`config.mk`:
```
export PLATFORM = sky130hd
export DESIGN_NAME = fetch_unit
export DESIGN_NICKNAME = d
export VERILOG_FILES = /design/src/rtl/fetch_pkg.sv /design/src/rtl/fetch_fifo.sv /design/src/rtl/fetch_unit.sv
export SDC_FILE = /design/constraint.sdc
export NUM_CORES = 1
export LEC_CHECK = 0
export ABC_AREA = 1
export CAP_MARGIN = 20
export CORE_ASPECT_RATIO = 1.1
export CORE_MARGIN = 2
export CORE_UTILIZATION = 54
export DETAILED_ROUTE_END_ITERATION = 7
export PLACE_DENSITY = 0.79
export SLEW_MARGIN = 10
export SYNTH_ARGS = -nofsm -noshare
export SYNTH_HDL_FRONTEND = slang
export SYNTH_SLANG_ARGS = --single-unit
```
`constraint.sdc`:
```
create_clock -name clk -period 3 [get_ports clk]
set_input_delay 0.6 -clock clk [delete_from_list [all_inputs] [get_ports clk]]
set_output_delay 0.6 -clock clk [all_outputs]
set_load 0.05 [all_outputs]
```
`src/rtl/fetch_pkg.sv`:
```
// Shared fetch-stage definitions: FSM state encoding, buffer entry layout, reset defaults.
package fetch_pkg;

  localparam logic [31:0] FETCH_RESET_PC   = 32'h0000_0000;
  localparam int unsigned FETCH_FIFO_DEPTH = 4;

  typedef enum logic [1:0] {
    S_IDLE,
    S_ISSUE,
    S_WAIT,
    S_DROP
  } fetch_state_t;

  typedef struct packed {
    logic [31:0] pc;
    logic [31:0] word;
  } fetch_entry_t;

endpackage

```
`src/rtl/fetch_fifo.sv`:
```
// Instruction buffer: power-of-two circular FIFO with flush; head is read straight from the register array.
module fetch_fifo #(
  parameter int unsigned WIDTH = 64,
  parameter int unsigned DEPTH = 4
) (
  input  logic                     clk,
  input  logic                     rst,
  input  logic                     i_push,
  input  logic [WIDTH-1:0]         i_data,
  input  logic                     i_pop,
  input  logic                     i_flush,
  output logic [WIDTH-1:0]         o_data,
  output logic                     o_valid,
  output logic [$clog2(DEPTH):0]   o_count
);

  localparam int unsigned AW = $clog2(DEPTH);
  localparam logic [AW:0] FULL = (AW + 1)'(DEPTH);

  logic [WIDTH-1:0] r_mem [DEPTH];
  logic [AW-1:0]    r_wr_ptr;
  logic [AW-1:0]    r_rd_ptr;
  logic [AW:0]      r_count;
  logic             w_push;
  logic             w_pop;

  assign w_pop  = i_pop && (r_count != '0);
  assign w_push = i_push && ((r_count != FULL) || w_pop);

  always_ff @(posedge clk) begin
    if (rst) begin
      r_wr_ptr <= '0;
      r_rd_ptr <= '0;
      r_count  <= '0;
      r_mem    <= '{default: '0};
    end else if (i_flush) begin
      r_wr_ptr <= '0;
      r_rd_ptr <= '0;
      r_count  <= '0;
    end else begin
      if (w_push) begin
        r_mem[r_wr_ptr] <= i_data;
        r_wr_ptr        <= r_wr_ptr + AW'(1);
      end
      if (w_pop) begin
        r_rd_ptr <= r_rd_ptr + AW'(1);
      end
      case ({w_push, w_pop})
        2'b10:   r_count <= r_count + (AW + 1)'(1);
        2'b01:   r_count <= r_count - (AW + 1)'(1);
        default: r_count <= r_count;
      endcase
    end
  end

  assign o_data  = r_mem[r_rd_ptr];
  assign o_valid = (r_count != '0);
  assign o_count = r_count;

endmodule

```
`src/rtl/fetch_unit.sv`:
```
// Instruction fetch: single-outstanding memory reader feeding an instruction buffer, with redirect/flush.
module fetch_unit
  import fetch_pkg::*;
#(
  parameter logic [31:0] RESET_PC   = FETCH_RESET_PC,
  parameter int unsigned FIFO_DEPTH = FETCH_FIFO_DEPTH
) (
  input  logic        clk,
  input  logic        rst,
  input  logic        redirect_valid,
  input  logic [31:0] redirect_pc,
  output logic        instr_valid,
  input  logic        instr_ready,
  output logic [31:0] instr,
  output logic [31:0] instr_pc,
  output logic        mem_req,
  output logic        mem_we,
  output logic [31:0] mem_addr,
  output logic [31:0] mem_wdata,
  input  logic [31:0] mem_rdata,
  input  logic        mem_busy,
  input  logic        mem_valid
);

  localparam int unsigned CW = $clog2(FIFO_DEPTH) + 1;
  localparam logic [CW-1:0] FULL = CW'(FIFO_DEPTH);

  fetch_state_t r_state;
  fetch_state_t w_state_nxt;
  logic [31:0]  r_pc;
  logic [31:0]  w_pc_nxt;
  logic [31:0]  w_redir_pc;
  logic         w_push;
  logic         w_pop;
  logic         w_flush;
  logic [CW-1:0] w_count;
  fetch_entry_t w_head;
  fetch_entry_t w_entry;

  assign w_redir_pc = redirect_pc & 32'hFFFF_FFFC;
  assign w_entry    = '{pc: r_pc, word: mem_rdata};
  assign w_pop      = instr_valid && instr_ready;

  always_ff @(posedge clk) begin
    if (rst) begin
      r_state <= S_IDLE;
      r_pc    <= RESET_PC;
    end else begin
      r_state <= w_state_nxt;
      r_pc    <= w_pc_nxt;
    end
  end

  // The count check before ISSUE reserves the slot the response will land in,
  // since nothing else can push while this single read is outstanding.
  always_comb begin
    w_state_nxt = r_state;
    w_pc_nxt    = r_pc;
    w_push      = 1'b0;
    w_flush     = 1'b0;
    case (r_state)
      S_IDLE: begin
        if (redirect_valid) begin
          w_pc_nxt = w_redir_pc;
          w_flush  = 1'b1;
        end else if (!mem_busy && (w_count < FULL)) begin
          w_state_nxt = S_ISSUE;
        end
      end
      S_ISSUE: begin
        if (redirect_valid) begin
          w_pc_nxt    = w_redir_pc;
          w_flush     = 1'b1;
          w_state_nxt = S_DROP;
        end else begin
          w_state_nxt = S_WAIT;
        end
      end
      S_WAIT: begin
        if (redirect_valid) begin
          w_pc_nxt    = w_redir_pc;
          w_flush     = 1'b1;
          w_state_nxt = mem_valid ? S_IDLE : S_DROP;
        end else if (mem_valid) begin
          w_push      = 1'b1;
          w_pc_nxt    = r_pc + 32'd4;
          w_state_nxt = S_IDLE;
        end
      end
      S_DROP: begin
        if (redirect_valid) begin
          w_pc_nxt = w_redir_pc;
          w_flush  = 1'b1;
        end
        if (mem_valid) begin
          w_state_nxt = S_IDLE;
        end
      end
      default: w_state_nxt = S_IDLE;
    endcase
  end

  fetch_fifo #(
    .WIDTH($bits(fetch_entry_t)),
    .DEPTH(FIFO_DEPTH)
  ) u_fifo (
    .clk     (clk),
    .rst     (rst),
    .i_push  (w_push),
    .i_data  (w_entry),
    .i_pop   (w_pop),
    .i_flush (w_flush),
    .o_data  (w_head),
    .o_valid (instr_valid),
    .o_count (w_count)
  );

  assign instr     = w_head.word;
  assign instr_pc  = w_head.pc;
  assign mem_req   = (r_state == S_ISSUE);
  assign mem_addr  = r_pc;
  assign mem_we    = 1'b0;
  assign mem_wdata = '0;

endmodule

```
# ---- After elaboration in Yosys (flattened, before gate mapping)
# Index checks and enable logic that the tools add are counted.
dict set report classes {
  n_lt_le_gt_ge 4
  n_eq_ne 10
  n_addsub 5
  n_reduce_logical 16
  bitwise_logic 3
  n_mux 23
}
# op count
set op_table {}
lappend op_table {{256-bit bitwise mux} 1}
lappend op_table {{64-bit 2-to-1 mux} 3}
lappend op_table {{64-bit binary-select mux with 2-bit select} 1}
lappend op_table {{64-bit demux with 2-bit select} 1}
lappend op_table {{32-bit 2-to-1 mux} 3}
lappend op_table {{32-bit one-hot mux with 2 select lines} 1}
lappend op_table {{32-bit by 3-bit adder with 32-bit output, second input constant} 1}
lappend op_table {{2-bit 2-to-1 mux} 5}
lappend op_table {{2-bit one-hot mux with 4 select lines} 1}
lappend op_table {{2-bit equality test, second input constant} 3}
lappend op_table {{3-bit greater-or-equal comparator, second input constant} 2}
lappend op_table {{1-bit 2-to-1 mux} 6}
lappend op_table {{3-bit != test, second input constant} 2}
lappend op_table {{2-bit NOT with 3-bit output} 2}
lappend op_table {{3-bit one-hot mux with 2 select lines} 1}
lappend op_table {{2-bit AND reduction} 3}
lappend op_table {{1-bit logical AND} 5}
lappend op_table {{2-bit by 1-bit adder with 2-bit output, second input constant} 2}
lappend op_table {{2-bit by 1-bit equality test with 1-bit output, second input constant} 2}
lappend op_table {{2-bit != test, second input constant} 2}
lappend op_table {{4-bit OR reduction} 1}
lappend op_table {{3-bit by 1-bit adder with 3-bit output, second input constant} 1}
lappend op_table {{3-bit by 1-bit < comparator with 1-bit output, second input constant} 1}
lappend op_table {{3-bit < comparator, second input constant} 1}
lappend op_table {{other kinds (10)} 10}
dict set report word_totals {
  regBits 297
  out_inout_bits 131
  word_cells 70
  input_bits 70
}

# ---- Longest topological paths before layout
# Gate-level depths: netlist (run 1).
dict set report logic_depth {
  word_depth 7
  depth_mapped 14
}

# ---- Hierarchy
# From an unflattened synthesis (run 1), not the netlist that was laid out.
dict set report hier_totals {
  hier_cells 2502
  hier_area_um2 15446.1
}
# module cells_each area_each_um2 seq_area_each_um2 n_inst
set by_module_without_submodules {}
lappend by_module_without_submodules {fetch_fifo 2040 12710.9 5265.0 1}
lappend by_module_without_submodules {fetch_unit 462 2735.1 640.6 1}

# ---- Worst setup path after synthesis (run 1)
# No wires, ideal clock.
dict set report synth_path {
  kind {register -> output}
  from {register u_fifo.r_rd_ptr[0]}
  to {output instr_pc[24]}
  path_slack_ps 562
  t_required_ps 2400
  path_buffers 3
  t_arrival_ps 1838
  stages_incl_launch_ff 6
  path_cell_list {dfxtp_1 buf_2 clkbuf_1 clkbuf_1 nor2_1 o22ai_1}
}
dict set report synth_between {
  elab_chain_cells 4
}
# item line
set synth_lines {}
lappend synth_lines {{start: declaration} fetch_fifo.sv:22} ;# logic [AW-1:0] r_rd_ptr;
lappend synth_lines {{start signal: assignment} fetch_fifo.sv:46} ;# r_rd_ptr <= r_rd_ptr + AW'(1);
lappend synth_lines {{2-bit NOT with 3-bit output (not written as such)} fetch_fifo.sv:56} ;# assign o_data = r_mem[r_rd_ptr];
lappend synth_lines {{64-bit binary-select mux with 2-bit select} fetch_fifo.sv:56}
lappend synth_lines {{64-bit 2-to-1 mux (not written as such) (2 in a row)} fetch_fifo.sv:56}
lappend synth_lines {{end: declaration} fetch_unit.sv:15} ;# output logic [31:0] instr_pc,
# No other way between the ends. The select of a mux whose other input is x is not followed.

# ---- Final worst setup path (run 1)
dict set report layout_path {
  from {register u_fifo.r_rd_ptr[0]}
  to {output instr_pc[30]}
}
# The elaborated chain is that of the path after synthesis.

==> results_dict.tcl, run 1 <==
set metrics [dict create \
    status "complete, no violations" \
    maxCapViolations 0 \
    ys_seq_elements 287 \
    fin_ws_ps 128 \
    syn_area_mm2 0.0138 \
    grt_pass1_vias 12700 \
    drt_iter0_drc 1528 \
    core_area_mm2 0.0252 \
    drt_wl_total_mm 41.9 \
    wl_met2_mm 19.6 \
    finalCritPeriodShare_pct 95.7 \
    cp-start-kind "flip-flop" \
    die_height_um 171 \
    gp_congestion 0.950 \
    crit_fanout 44 \
    leakage_nw 5.59 \
    slew_viol_final 0 \
    rows 61 \
    setup_viol 0 \
    hold_class "flip-flop to flip-flop" \
    port_buffers 161 \
    place_area_mm2 0.0149 \
    final_nets 2110 \
    clock-root-buffer "clkbuf_16" \
    max_slew.worst_pin.slew_ps 766 \
    die_w_um 156 \
    final_hold_viol_count 0 \
    clkSinkCount 287 \
    floorplan.initialDensity_pct 54.6 \
    placed_cells 2317 \
    clk_path_buf_depth 3 \
    multi_input_area_mm2 0.00674 \
    ys.warnings.count 0 \
    final_area_mm2 0.0160 \
    postRouteAntennaNets 0 \
    netlist_instances 1990 \
    rsz0062_at_grt "false" \
    dp_hpwl_mm 24.7 \
    relSlewSlack_pct 48.9 \
    crit_buf_inv 3 \
    dr_wl_met3_mm 3.85 \
    grt_antenna_before_repair 0 \
    synth_edf_count 0 \
    pre_cts_slack_ps 343 \
    clk_pin_slew_ps 60 \
    slowest_stage "dfxtp_4" \
    cp.required_ps 2400 \
    fill_cells 2269 \
    wl_per_cell_um 17.7 \
    dr.pass1.iters 7 \
    syn_avg_cell_area_um2 6.92 \
    grt_use_total_pct 29.9 \
    criticalPathCategory "flip-flop to output port" \
    instances_no_fill 2371 \
    min_period_ps 2870 \
    worst_ep_arrival_time_ps 2270 \
    crit_path_max_incr_delay_ps 470 \
    path_cells "clkinv_2, buf_4, o21ai_0, o22ai_1, buf_4" \
    clk_latency_ps 570 \
    async_reset_ff_share_pct 0 \
    ys.flop_type "dfxtp_1" \
    viasPerCell 5.95 \
    top_layer "met4" \
    htreeDepth 1 \
    dieArea_mm2 0.0268 \
    power_density_mw_per_mm2 555 \
    setup_tns_ps 0 \
    yosysSeqAreaShare_pct 41.7 \
    antenna_cells 0 \
    drc_errors 0 \
    hold_buffers 0 \
    crit_path_frequent_cell "buf_4" \
    via_count 14100 \
    syn2layout_area_growth_pct 16.2 \
    ff_latch_area_mm2 0.00575 \
    grt-ovfl-total 0 \
    grt_max_degree 121 \
    cts_tree "done" \
    cts-buffers-inserted 29 \
    ys_types 35 \
    fmax_mhz 348 \
    m1WireLength_mm 17.4 \
    drive_above_1_share_pct 8.46 \
    end_kind "output port" \
    final_util_pct 63.5 \
    fin_skew_ps 15.0 \
    grt_pass1_wl_mm 65.1 \
    pin_count 201 \
    critical_path.top_delay_family "buffers and inverters" \
    ir_drop_v 0.000345 \
]
==> worst paths after layout <==
check | startpoint | endpoint | slack, ps | cells after the start
worst max-delay path | u_fifo.r_rd_ptr[0]$_SDFFE_PP0P_ | instr_pc[30] | 130 | 5
worst min-delay path | u_fifo.r_mem[158]$_SDFFE_PP0P_ | u_fifo.r_mem[158]$_SDFFE_PP0P_ | 460 | 2
worst max register to register | mem_addr[2]$_SDFFE_PP0P_ | mem_addr[22]$_SDFFE_PP0P_ | 910 | 10
worst min register to register | u_fifo.r_mem[158]$_SDFFE_PP0P_ | u_fifo.r_mem[158]$_SDFFE_PP0P_ | 460 | 2
==> placed cells by master, fill, tap and decap left out, types with 3 or more instances in the layout <==
cell	synthesis	final
o21ai_0	159	159
nand4_1	3	3
or2_2	7	7
dfxtp_1	287	285
a21oi_1	287	287
clkdlybuf4s50_1	0	98
nor3_1	5	5
nand2_2	0	4
o22ai_1	62	62
nor2_1	184	184
buf_12	0	7
inv_1	49	49
clkinvlp_4	0	4
clkbuf_16	0	29
buf_4	39	94
clkbuf_8	0	10
clkbuf_1	104	6
bufinv_16	0	4
nand2_1	403	399
o21ai_1	4	4
conb_1	1	37
ha_2	0	4
nand3_1	288	288
==> power breakdown <==
part | internal, W | switching (W) | leakage (nW)
logic | 0.000297 | 0.000706 | 2.77
clock network | 0.00235 | 0.00154 | 0.495
registers | 0.00387 | 0.000113 | 2.32
total | 0.00651 | 0.00236 | 5.59
==> sequential cells by signal, indices dropped and copies added (netlist names) <==
register         flops
u_fifo.r_mem       248
mem_addr            30
u_fifo.o_count       3
r_state              2
u_fifo.r_rd_ptr      2
u_fifo.r_wr_ptr      2
==> through the flow <==
step | hold slack (ps) | power [W]
floorplan | 437 | 0.00475
global placement | 444 | 0.00504
detailed placement | 449 | 0.00505
CTS | 458 | 0.00888
global route | 472 | 0.00914
finish | 458 | 0.00887
==> what timing repair did <==
item,in CTS,in global routing
setup endpoints to repair,0,2
setup buffers,0,0
gates resized for setup,0,2
==> routing by layer <==
metal / vias up / GRT usage [%]
met5: - / 0
met4: 0 / 10.5
met3: 82 / 3.98
met2: 705 / 49.7
met1: 6624 / 40.0
li1: 6698 / -
==> cell type report <==
class	count	area share, %
Clock inverter	10	1.03
Tap cell	315	2.47
Inverter	53	1.25
Timing Repair Buffer	202	11.7
Multi-Input combinational cell	1460	42.2
Sequential cell	287	36.0
Clock buffer	44	5.45
==> synth_stat cells, types with 7 or more instances <==
cell      number  area share (%)
a21oi_1      287              10
buf_2         57             2.1
buf_4         39             2.1
buf_6         22             1.8
clkbuf_1     104             2.8
dfxtp_1      287              42
inv_1         49             1.3
nand2_1      403              11
nand3_1      288              10
nor2_1       184             5.0
o21ai_0      159             5.8
o22ai_1       62             2.8
or2_2          7            0.32
==> kinds of logic after synthesis <==
logic type / count (synthesis) / synth area share, %
compound gates: 518 / 19.5
xor+xnor: 1 / 0.0636
fa+ha+maj: 7 / 0.691
buf+inv: 279 / 10.4
flops: 287 / 41.7
mux: 1 / 0.0727
other cells: 1 / 0.0272
simple gates: 896 / 27.5
==> worst register-to-register path: cells and delay by family (launching register included) <==
kind,cells,cell delay [ps]
buffers and inverters,1,100
adders and majority gates,1,320
and+or+nand+nor,7,870
AOI/OAI and AO/OA,1,60
DFF,1,610
(Power assumes the default switching activity.)
==> run 2, diff against run 1 <==
- CORE_UTILIZATION: 54 -> 33
- PLACE_DENSITY: 0.79 -> default
==> results_dict.tcl, run 2 (synthesis gave the netlist of run 1 again) <==
set metrics [dict create \
    syn2layout_area_growth_pct 24.8 \
    core_area_mm2 0.0412 \
    leakage_nw 5.84 \
    cts_tree "done" \
    dr.pass1.iters 5 \
    setup_viol 0 \
    final_hold_viol_count 0 \
    fmax_mhz 340 \
    ir_drop_v 0.000310 \
    floorplan.initialDensity_pct 33.4 \
    antenna_cells 0 \
    criticalPathCategory "flip-flop to output port" \
    status "complete, no violations" \
    wl_per_cell_um 17.5 \
    final_common_cell "nand2_1" \
    grt-ovfl-total 0 \
    viasPerCell 5.32 \
    crit-reg2reg-launch "u_fifo.o_count[2]$_SDFFE_PP0P_" \
    pin_count 201 \
    hold_class "flip-flop to flip-flop" \
    worst_ep_arrival_time_ps 2340 \
    rsz0062_at_grt "false" \
    grt_pass1_vias 13100 \
    pre_cts_slack_ps 255 \
    maxCapViolations 0 \
    dieArea_mm2 0.0434 \
    placed_cells 2567 \
    htreeDepth 2 \
    cp-start-kind "flip-flop" \
    die_height_um 218 \
    finalCritPeriodShare_pct 98.2 \
    clk_pin_slew_ps 60 \
    relSlewSlack_pct 59.8 \
    crit_fanout 33 \
    largest_reg_flops 248 \
    hold_buffers 0 \
    fin_ws_ps 55.5 \
    cp.required_ps 2400 \
    clkSinkCount 287 \
    postRouteAntennaNets 0 \
    end_kind "output port" \
    instances_no_fill 2625 \
    most-common-layout-cells "399 x nand2_1, 288 x nand3_1, 287 x a21oi_1, 285 x dfxtp_1, 184 x nor2_1" \
    min-delay-start "u_fifo.r_mem[128]$_SDFFE_PP0P_" \
    top_register "u_fifo.r_mem" \
    max_slew.worst_pin.slew_ps 603 \
    rows 78 \
    drive_above_1_share_pct 8.91 \
    setup_tns_ps 0 \
    cts-buffers-inserted 34 \
    drt_wl_total_mm 45.8 \
    grt_pass1_wl_mm 71.6 \
    gp_congestion 0.862 \
    clk_path_buf_depth 3 \
    drc_errors 0 \
    min_period_ps 2940 \
    dp_hpwl_mm 27.9 \
    drt_iter0_drc 1194 \
    power_density_mw_per_mm2 531 \
    clock-root-buffer "clkbuf_16" \
    grt_max_degree 123 \
    crit_start "u_fifo.r_rd_ptr[1]$_SDFFE_PP0P_" \
    clk_latency_ps 520 \
    fin_skew_ps 18.4 \
    grt_use_total_pct 20.7 \
    slew_viol_final 0 \
    port_buffers 161 \
    die_w_um 199 \
    final_nets 2120 \
    p_total_w 0.00912 \
    grt_antenna_before_repair 0 \
    via_count 14000 \
]
[run 2: power breakdown]
part           total [W]  internal (W)  switching (W)
clock network    0.00406       0.00242        0.00164
registers        0.00397       0.00387       0.000105
logic            0.00109      0.000355       0.000734
[run 2: stage by stage]
step / hold WS, ps / cell area, µm² / util (%)
final: 457 / 17200 / 41.7
after global routing: 472 / 17200 / 41.7
after CTS: 458 / 17200 / 41.7
after detailed placement: 449 / 16100 / 39.0
after global placement: 445 / 16100 / 39.0
after floorplan: 437 / 13900 / -
[run 2: critical path, stage by stage, from the launching register on]
cell,delay (ps)
dfxtp_2,490
inv_2,110
buf_4,380
o21ai_0,160
o22ai_1,450
buf_12,210
[run 2: worst paths after layout]
| kind | depth (start not counted) | to | slack [ps] |
|---|---|---|---|
| setup reg to reg | 9 | u_fifo.r_mem[137]$_SDFFE_PP0P_ | 920 |
| setup / recovery | 5 | instr_pc[10] | 60 |
| hold / removal | 2 | u_fifo.r_mem[128]$_SDFFE_PP0P_ | 460 |
| hold reg to reg | 2 | u_fifo.r_mem[128]$_SDFFE_PP0P_ | 460 |
[run 2: what timing repair did]
item | CTS | global route
setup buffers | 0 | 0
endpoints found under the setup margin | 0 | 2
gates resized for setup | 0 | 2
[run 2: area by class of cell]
| type | instances | area (µm²) |
|---|---|---|
| well taps | 560 | 701 |
| inverters | 53 | 201 |
| repair buffers | 207 | 2680 |
| clock buffers | 48 | 963 |
| flip-flops and latches | 287 | 5750 |
| multi-input cells | 1460 | 6750 |
| fillers | 4231 | 24000 |
| clock inverters | 10 | 125 |
[run 2: layer usage]
layer / GRT usage [%] / wire length, µm / vias to the layer above
met5: 0 / 0 / -
met4: 8.16 / 1390 / 0
met3: 3.41 / 3310 / 85
met2: 34.0 / 21400 / 584
met1: 27.1 / 19800 / 6592
li1: - / - / 6709
==> run 3, diff against run 2 <==
- CORE_MARGIN: 2 -> 3
- MAX_ROUTING_LAYER: default -> met4
- PLACE_DENSITY: default -> 0.52
==> results_dict.tcl, run 3 (synthesis gave the netlist of run 1 again) <==
set metrics [dict create \
    clk_path_buf_depth 3 \
    crit_fanout 26 \
    setup_tns_ps 0 \
    cp.required_ps 2400 \
    fin_skew_ps 18.7 \
    top_register "u_fifo.r_mem" \
    clkSinkCount 287 \
    drc_errors 0 \
    die_w_um 201 \
    grt_max_degree 117 \
    grt_pass1_vias 12800 \
    final_util_pct 41.4 \
    relSlewSlack_pct 39.7 \
    antenna_cells 0 \
    drive_above_1_share_pct 9.22 \
    largest_reg_flops 248 \
    floorplan.initialDensity_pct 33.9 \
    end_kind "output port" \
    crit-reg2reg-launch "mem_addr[10]$_SDFFE_PP0P_" \
    worst_ep_arrival_time_ps 2170 \
    viasPerCell 5.25 \
    slowest_stage "dfxtp_4" \
    syn2layout_area_growth_pct 22.3 \
    rows 77 \
    clk_latency_ps 520 \
    final_common_cell "nand2_1" \
    rsz0062_at_grt "false" \
    dp_hpwl_mm 27.5 \
    final_nets 2123 \
    finalCritPeriodShare_pct 92.4 \
    cp-start-kind "flip-flop" \
    cts_tree "done" \
    most-common-layout-cells "399 x nand2_1, 288 x nand3_1, 287 x a21oi_1, 285 x dfxtp_1, 184 x nor2_1" \
    clk_pin_slew_ps 60 \
    slew_viol_final 0 \
    ir_drop_v 0.000338 \
    dr.pass1.iters 5 \
    crit_buf_inv 3 \
    cts-buffers-inserted 35 \
    maxCapViolations 0 \
    gp_congestion 0.902 \
    grt_pass1_wl_mm 74.2 \
    worstReg2RegEnd "mem_addr[29]$_SDFFE_PP0P_" \
    dieArea_mm2 0.0442 \
    clock-root-buffer "clkbuf_16" \
    setup_viol 0 \
    htreeDepth 2 \
    via_count 13800 \
    min_period_ps 2770 \
    status "complete, no violations" \
    fmax_mhz 361 \
    wl_per_cell_um 18.2 \
    crit_path_max_incr_delay_ps 450 \
    postRouteAntennaNets 0 \
    pin_count 201 \
    final_hold_viol_count 0 \
    grt_antenna_before_repair 0 \
    min-delay-start "u_fifo.r_mem[124]$_SDFFE_PP0P_" \
    port_buffers 161 \
    grt-ovfl-total 0 \
    postCtsSetupRepairBufs 0 \
    power_density_mw_per_mm2 567 \
    leakage_nw 5.81 \
    drt_iter0_drc 1112 \
    rrSetupSlack_ps 960 \
    core_area_mm2 0.0407 \
    die_height_um 220 \
    criticalPathCategory "flip-flop to output port" \
    hold_class "flip-flop to flip-flop" \
    critical_path.top_delay_family "buffers and inverters" \
    holdPathEnd "u_fifo.r_mem[124]$_SDFFE_PP0P_" \
    path_cells "inv_2, buf_4, o21ai_0, o22ai_1, buf_12" \
    grt_use_total_pct 21.3 \
    hold_depth 2 \
    max_slew.worst_pin.slew_ps 905 \
    ff2ff_path_depth 9 \
    drt_wl_total_mm 47.8 \
]
## run 3: area by class of cell
type	count	area [µm²]
multi-input combinational	1460	6750
timing repair buffer	209	2200
clock buffer	53	1090
inverter	53	200
fill	4187	23800
tap	553	692
sequential	287	5750
clock inverter	9	154
## run 3: metrics by stage
step	worst slack, ps	power [W]	area, µm²	hold slack, ps	cells
6_report	229	0.00955	16800	457	2624
5_1_grt	119	0.00989	16800	469	2624
4_1_cts	6.87	0.00967	16800	458	2624
3_5_place_dp	186	0.00513	15600	449	2562
3_3_place_gp	235	0.00513	15600	445	2562
2_1_floorplan	562	0.00475	13900	437	2026
## run 3: worst max path at each step
stage,slack (ps),end,start,depth (start not counted)
after global placement,230,u_fifo.r_mem[48]$_SDFFE_PP0P_,instr_ready,9
after floorplan,560,instr_pc[24],u_fifo.r_rd_ptr[0]$_SDFFE_PP0P_,5
after global routing,120,instr_pc[4],u_fifo.r_rd_ptr[1]$_SDFFE_PP0P_,5
after detailed placement,190,u_fifo.r_mem[109]$_SDFFE_PP0P_,instr_ready,9
after CTS,7,instr[22],u_fifo.r_rd_ptr[1]$_SDFFE_PP0P_,4
final,230,instr[22],u_fifo.r_rd_ptr[1]$_SDFFE_PP0P_,5
## run 3: report_power, final
group | total [W] | switching, W | internal (W)
combinational | 0.00108 | 0.000749 | 0.000328
clock | 0.00450 | 0.00166 | 0.00284
sequential | 0.00397 | 0.000104 | 0.00387
total | 0.00955 | 0.00252 | 0.00704
## run 3: what timing repair did
| action | 4_1_cts | 5_1_grt |
|---|---|---|
| hold endpoints to repair | 0 | 0 |
| resized for setup | 0 | 2 |
| hold buffers | 0 | 0 |
| setup endpoints to repair | 0 | 2 |
## run 3: layer usage
layer	GRT usage, %	share of wire, %	vias to the layer above
li1	-	-	6717
met1	28.7	46	6479
met2	33.9	46	499
met3	3.10	5.9	71
met4	5.48	2.0	0
met5	-	0	-
## run 3: worst min-delay path, cell delays in order (launching register included)
cell	delay (ps)
dfxtp_1	310
nand2_1	60
a21oi_1	50
